--- config.mk ---
export PLATFORM = sky130hd
export DESIGN_NAME = alu
export DESIGN_NICKNAME = d
export VERILOG_FILES = /design/src/rtl/alu_pkg.sv /design/src/rtl/alu_muldiv.sv /design/src/rtl/alu.sv
export SDC_FILE = /design/constraint.sdc
export NUM_CORES = 1
export LEC_CHECK = 0
export ABC_AREA = 1
export BUFFER_PORTS_ARGS = -buffer_cell sky130_fd_sc_hd__buf_2
export CAP_MARGIN = 20
export CORE_MARGIN = 5
export CORE_UTILIZATION = 45
export CTS_BUF_LIST = sky130_fd_sc_hd__clkbuf_2
export DETAILED_ROUTE_END_ITERATION = 16
export PLACE_DENSITY = 0.64
export SLEW_MARGIN = 20
export SYNTH_ARGS = -nofsm -noshare
export SYNTH_HDL_FRONTEND = slang
export SYNTH_SLANG_ARGS = --single-unit
export TNS_END_PERCENT = 10
--- constraint.sdc ---
create_clock -name clk -period 2.8 [get_ports clk]
set_clock_uncertainty 0.2 [all_clocks]
set_input_delay 0.28 -clock clk [delete_from_list [all_inputs] [get_ports clk]]
set_output_delay 0.28 -clock clk [all_outputs]
set_load 0.02 [all_outputs]
--- src/rtl/alu_pkg.sv ---
// rtl/alu_pkg.sv - shared opcodes, FSM states and constants for the alu slice
package alu_pkg;

  localparam int DATA_W = 8;
  localparam logic [DATA_W-1:0] DIV0_RESULT = 8'hFF;

  localparam logic [1:0] OP_ADD = 2'b00;
  localparam logic [1:0] OP_SUB = 2'b01;
  localparam logic [1:0] OP_MUL = 2'b10;
  localparam logic [1:0] OP_DIV = 2'b11;

  typedef enum logic [1:0] {
    IDLE = 2'd0,
    BUSY = 2'd1,
    DONE = 2'd2
  } state_t;

  // Single-cycle results: ADD, SUB, and the divide-by-zero shortcut.
  function automatic logic [DATA_W-1:0] alu_fast(input logic [1:0] op,
                                                 input logic [DATA_W-1:0] a,
                                                 input logic [DATA_W-1:0] b);
    logic [DATA_W-1:0] r;
    case (op)
      OP_ADD:  r = a + b;
      OP_SUB:  r = a - b;
      default: r = DIV0_RESULT;
    endcase
    return r;
  endfunction

endpackage

--- src/rtl/alu_muldiv.sv ---
// rtl/alu_muldiv.sv - iterative shift-add multiplier and restoring divider
// Eight iterations after start; done pulses for one cycle with the result stable.
module alu_muldiv
  import alu_pkg::*;
(
  input  logic              clk,
  input  logic              rst_n,
  input  logic              start_i,
  input  logic              mode_i,
  input  logic [DATA_W-1:0] a_i,
  input  logic [DATA_W-1:0] b_i,
  output logic              done_o,
  output logic [DATA_W-1:0] result_o
);

  logic              busy_q, busy_d;
  logic              mode_q, mode_d;
  logic              done_q, done_d;
  logic [2:0]        step_q, step_d;
  logic [15:0]       acc_q, acc_d;
  logic [15:0]       mcand_q, mcand_d;
  logic [DATA_W-1:0] mplr_q, mplr_d;
  logic [DATA_W-1:0] div_q, div_d;
  logic [8:0]        rem_sh;
  logic [8:0]        rem_sub;

  always_comb begin
    busy_d  = busy_q;
    mode_d  = mode_q;
    step_d  = step_q;
    acc_d   = acc_q;
    mcand_d = mcand_q;
    mplr_d  = mplr_q;
    div_d   = div_q;
    done_d  = 1'b0;
    // Divide: mplr_q shifts the dividend out at the top and the quotient in at the bottom.
    rem_sh  = {acc_q[7:0], mplr_q[7]};
    rem_sub = rem_sh - {1'b0, div_q};
    if (start_i) begin
      busy_d  = 1'b1;
      mode_d  = mode_i;
      step_d  = 3'd0;
      acc_d   = 16'h0000;
      mcand_d = {8'h00, a_i};
      mplr_d  = mode_i ? a_i : b_i;
      div_d   = b_i;
    end else if (busy_q) begin
      if (mode_q) begin
        if (rem_sh >= {1'b0, div_q}) begin
          acc_d  = {8'h00, rem_sub[7:0]};
          mplr_d = {mplr_q[6:0], 1'b1};
        end else begin
          acc_d  = {8'h00, rem_sh[7:0]};
          mplr_d = {mplr_q[6:0], 1'b0};
        end
      end else begin
        if (mplr_q[0]) begin
          acc_d = acc_q + mcand_q;
        end
        mcand_d = mcand_q << 1;
        mplr_d  = mplr_q >> 1;
      end
      step_d = step_q + 3'd1;
      if (step_q == 3'd7) begin
        busy_d = 1'b0;
        done_d = 1'b1;
      end
    end
  end

  always_ff @(posedge clk or negedge rst_n) begin
    if (!rst_n) begin
      busy_q  <= 1'b0;
      mode_q  <= 1'b0;
      done_q  <= 1'b0;
      step_q  <= 3'd0;
      acc_q   <= 16'h0000;
      mcand_q <= 16'h0000;
      mplr_q  <= '0;
      div_q   <= '0;
    end else begin
      busy_q  <= busy_d;
      mode_q  <= mode_d;
      done_q  <= done_d;
      step_q  <= step_d;
      acc_q   <= acc_d;
      mcand_q <= mcand_d;
      mplr_q  <= mplr_d;
      div_q   <= div_d;
    end
  end

  assign done_o   = done_q;
  assign result_o = mode_q ? mplr_q : acc_q[7:0];

endmodule

--- src/rtl/alu.sv ---
// rtl/alu.sv - 8-bit multi-cycle ALU with valid/ready handshake
// Fast ops spend one BUSY cycle; MUL/DIV wait in BUSY for the iterative unit.
module alu
  import alu_pkg::*;
(
  input  logic              clk,
  input  logic              rst,
  input  logic [15:0]       in,
  input  logic [1:0]        op_codes,
  input  logic              valid,
  output logic [DATA_W-1:0] o,
  output logic              ready
);

  state_t            state_q;
  logic [DATA_W-1:0] a_q;
  logic [DATA_W-1:0] b_q;
  logic [1:0]        op_q;
  logic [DATA_W-1:0] o_q;
  logic              ready_q;

  logic              accept;
  logic              md_start;
  logic              fast_op;
  logic              md_done;
  logic [DATA_W-1:0] md_result;

  assign accept   = valid && (state_q != BUSY);
  assign md_start = accept && op_codes[1] && !((op_codes == OP_DIV) && (in[7:0] == 8'h00));
  assign fast_op  = !op_q[1] || ((op_q == OP_DIV) && (b_q == 8'h00));

  alu_muldiv u_muldiv (
    .clk      (clk),
    .rst_n    (rst),
    .start_i  (md_start),
    .mode_i   (op_codes[0]),
    .a_i      (in[15:8]),
    .b_i      (in[7:0]),
    .done_o   (md_done),
    .result_o (md_result)
  );

  always_ff @(posedge clk or negedge rst) begin
    if (!rst) begin
      state_q <= IDLE;
      a_q     <= '0;
      b_q     <= '0;
      op_q    <= 2'b00;
      o_q     <= '0;
      ready_q <= 1'b0;
    end else begin
      case (state_q)
        IDLE, DONE: begin
          if (valid) begin
            a_q     <= in[15:8];
            b_q     <= in[7:0];
            op_q    <= op_codes;
            ready_q <= 1'b0;
            state_q <= BUSY;
          end
        end
        BUSY: begin
          if (fast_op) begin
            o_q     <= alu_fast(op_q, a_q, b_q);
            ready_q <= 1'b1;
            state_q <= DONE;
          end else if (md_done) begin
            o_q     <= md_result;
            ready_q <= 1'b1;
            state_q <= DONE;
          end
        end
        default: state_q <= IDLE;
      endcase
    end
  end

  assign o     = o_q;
  assign ready = ready_q;

endmodule

==> results.sh <==
export IMPL_status="finished clean"
export IMPL_crit_end="o[7]$_DFFE_PN0P_"
export IMPL_yosysTopAreaCellShare_pct=36.65
export IMPL_initial_utilization_pct=46.37
export IMPL_slowest_stage="dfrtp_1"
export IMPL_critical_path_class="flip-flop to flip-flop"
export IMPL_hold_viol=0
export IMPL_syn_cell_area_mm2=0.004574
export IMPL_route_met3_wl_um=611
export IMPL_track_usage_pct=20.59
export IMPL_r2r_end="o[7]$_DFFE_PN0P_"
export IMPL_fmax_mhz=391.3
export IMPL_yosys_top_cells_count="nand2_1 (222), inv_1 (90), dfrtp_1 (67)"
export IMPL_cp_top_family="simple AND/OR/NAND/NOR gates"
export IMPL_vias=4251
export IMPL_netlist_instances=649
export IMPL_multi_input_area_mm2=0.002407
export IMPL_p_per_area_mw_per_mm2=1293
export IMPL_cp_depth=16
export IMPL_crit_arrival_ps=2790
export IMPL_clk_pin_slew_worst_paths_ps=210
export IMPL_place_congestion=0.8641
export IMPL_yosysTopAreaCell="dfrtp_1"
export IMPL_grt_first_pass_wirelength_um=20610
export IMPL_drt_pass1_iter_count=5
export IMPL_n_antenna_cell=0
export IMPL_routed_via_density=5.067
export IMPL_vdd_ir_drop_max_uv=531.4
export IMPL_tightest_slew_ps=686.7
export IMPL_fill_cells=968
export IMPL_cpMostUsedCell="nand2_1"
export IMPL_route_layer_met1_wl_um=6101
export IMPL_first_global_vias=4023
export IMPL_cp_max_fo=4
export IMPL_reg2regPathDepth=16
export IMPL_yosys_top_cells_area="dfrtp_1 (37%), nand2_1 (18%), inv_1 (7.4%)"
export IMPL_yosysMostFrequentCell="nand2_1"
export IMPL_die_area_mm2=0.01228
export IMPL_cp_num_buf_inv=3
export IMPL_area_growth_syn_to_layout_pct=14.14
export IMPL_register_area_mm2=0.001677
export IMPL_routed_wl_met2_um=5392
export IMPL_dp_hpwl_um=9431
export IMPL_synth_edf_count=0
export IMPL_cp_required_ps=3030
export IMPL_core_area_mm2=0.009864
export IMPL_dpl_cell_area_mm2=0.004857
export IMPL_ys_seq_elements=67
export IMPL_drtIter0Drc=245
export IMPL_finalCriticalPeriod_ps=2556
export IMPL_slew_headroom_pct=54.22
export IMPL_finalSetupViolCount=0
export IMPL_die_height_um=110.8
export IMPL_nNetsFinal=750
export IMPL_synthesis_nets=698
export IMPL_clk_latency_ps=510
export IMPL_highest_layer="met4"
export IMPL_yosysWarningCount=0
export IMPL_crit_path_end_kind="flip-flop"
export IMPL_antenna_found_initial=0
export IMPL_cp_start_kind="flip-flop"
export IMPL_post_route_util_pct=52.93
export IMPL_synth_flop_cell="dfrtp_1"
export IMPL_ys_types=35
export IMPL_ff2ff_setup_slack_ps=240
export IMPL_wirelength_um=12290
export IMPL_cp_cell_sequence="inv_1 > ha_1 > nand3_1 > o21ai_2 > xor2_1 > inv_1 > ha_1 > nand2_1 > nor3_1 > nand2_1 > nand3_1 > inv_1 > nand2_1 > nand3_1 > nand2_1 > nand2_1"
export IMPL_async_flop_share_pct=100.0
export IMPL_finalMaxSlewViolations=0
export IMPL_fin_area_mm2=0.005221
export IMPL_cts_max_level=3
export IMPL_drive_gt1_share_pct=11.33
export IMPL_hp_class="primary input to asynchronous set/reset pin"
export IMPL_numPortBuffers=29
export IMPL_ios=30
export IMPL_grt_max_degree=42
export IMPL_crit_start="b_q[0]$_DFFE_PN0P_"
export IMPL_ys_seq_area_share_pct=36.65
export IMPL_post_route_period_util_pct=91.27
export IMPL_postCtsSetupRepairBufs=0
export IMPL_cts_buffers=9
export IMPL_cts_path_max_buffers=2
export IMPL_r2r_start="b_q[0]$_DFFE_PN0P_"
export IMPL_critical_path_max_stage_delay_ps=440
export IMPL_clock_sinks=67
export IMPL_remaining_drc_errors=0
export IMPL_avgRoutedWirePerCell_um=14.64
export IMPL_syn_avg_cell_area_um2=7.048
export IMPL_rows=36
export IMPL_cap_violations=0
export IMPL_chipWidth_um=110.8
export IMPL_grt_overflow_total=0
export IMPL_ant_nets=0
export IMPL_cts_tree="built"
export IMPL_cts_root_buf="clkbuf_2"
export IMPL_total_leakage_power_nw=2.857
[stage by stage]
step | power (mW) | TNS [ps] | worst slack (ps) | instances | hold slack, ps
finish | 6.752 | 0 | 244.3 | 839 | 128.1
floorplan | 4.952 | 0 | 505.8 | 649 | -215.6
global route | 7.503 | -6.912 | -6.912 | 839 | 145.5
CTS | 6.739 | 0 | 241.8 | 839 | 109.2
detailed placement | 5.941 | 0 | 277.7 | 803 | 151.6
global placement | 5.846 | 0 | 372.5 | 803 | 141.5
[routing by layer]
layer,vias to the layer above,track usage (%)
li1,2170,-
met1,1947,30.42
met2,115,31.67
met3,19,3.439
met4,0,4.516
met5,-,0
[worst min path at each step]
| stage | end | from | depth (start not counted) |
|---|---|---|---|
| 2_1_floorplan | a_q[0]$_DFFE_PN0P_ | rst | 0 |
| 3_3_place_gp | u_muldiv.acc_q[6]$_DFFE_PN0P_ | rst | 1 |
| 3_5_place_dp | u_muldiv.acc_q[6]$_DFFE_PN0P_ | rst | 1 |
| 4_1_cts | state_q[0]$_DFFE_PN0P_ | rst | 2 |
| 5_1_grt | u_muldiv.acc_q[6]$_DFFE_PN0P_ | rst | 2 |
| 6_report | b_q[5]$_DFFE_PN0P_ | rst | 2 |
[what timing repair did]
action,4_1_cts,5_1_grt
gates resized for setup,0,2
endpoints found under the hold margin,68,0
hold buffers,20,0
setup endpoints to repair,0,1
[layout by cell type, fill, tap and decap left out, drive strengths merged]
cell type,count
clkbuf,9
a21oi,24
o31ai,1
xor2,9
clkinv,6
nand3,62
nand2,228
nor2,31
a31oi,2
dlygate4sd3,20
buf,38
xnor2,3
nand3b,2
nor3,4
ha,25
fa,3
o211ai,10
mux2i,1
or2,1
dfrtp,67
o21ai,48
bufinv,3
o21bai,1
nand4,8
inv,100
[worst reg2reg max path, stage by stage, from the launching register on]
cell and delay, ps:
dfrtp_1 440, inv_1 120, ha_1 180, nand3_1 160, o21ai_2 180, xor2_1 170
inv_1 60, ha_1 330, nand2_1 80, nor3_1 150, nand2_1 70, nand3_1 90
inv_1 40, nand2_1 50, nand3_1 60, nand2_1 60, nand2_1 50
[registers in the layout, summed over array words and instances (netlist names)]
| name | count |
|---|---|
| u_muldiv.acc_q | 8 |
| u_muldiv.busy_q | 1 |
| o | 8 |
| u_muldiv.mcand_q | 8 |
| ready | 1 |
| u_muldiv.mplr_q | 8 |
| u_muldiv.done_o | 1 |
| u_muldiv.step_q | 3 |
| op_q | 2 |
| state_q | 2 |
| a_q | 8 |
| u_muldiv.mode_q | 1 |
| b_q | 8 |
| u_muldiv.div_q | 8 |
[layout make-up]
class / count / share of cell area (%)
Timing Repair Buffer: 58 / 8.148
Sequential cell: 67 / 32.11
Multi-Input combinational cell: 463 / 46.11
Clock inverter: 7 / 2.205
Tap cell: 133 / 3.187
Inverter: 102 / 7.381
Clock buffer: 9 / 0.8627
[where the power goes]
part	switching, mW	total, mW	internal (mW)
Clock	0.375	0.759	0.384
Combinational	2.67	4.23	1.56
Sequential	0.375	1.77	1.39
Total	3.42	6.75	3.33
[cells by family after synthesis]
| logic type | count (synthesis) | synth area share (%) |
|---|---|---|
| AO/OA/AOI/OAI | 86 | 10.50 |
| AND/OR/NAND/NOR | 336 | 31.37 |
| flip-flops | 67 | 36.65 |
| adder cells (fa/ha/maj) | 28 | 8.151 |
| multiplexers | 1 | 0.2188 |
| XOR/XNOR | 12 | 2.298 |
| buffers and inverters | 119 | 10.80 |
No activity file was read; power rests on OpenSTA's default activity.
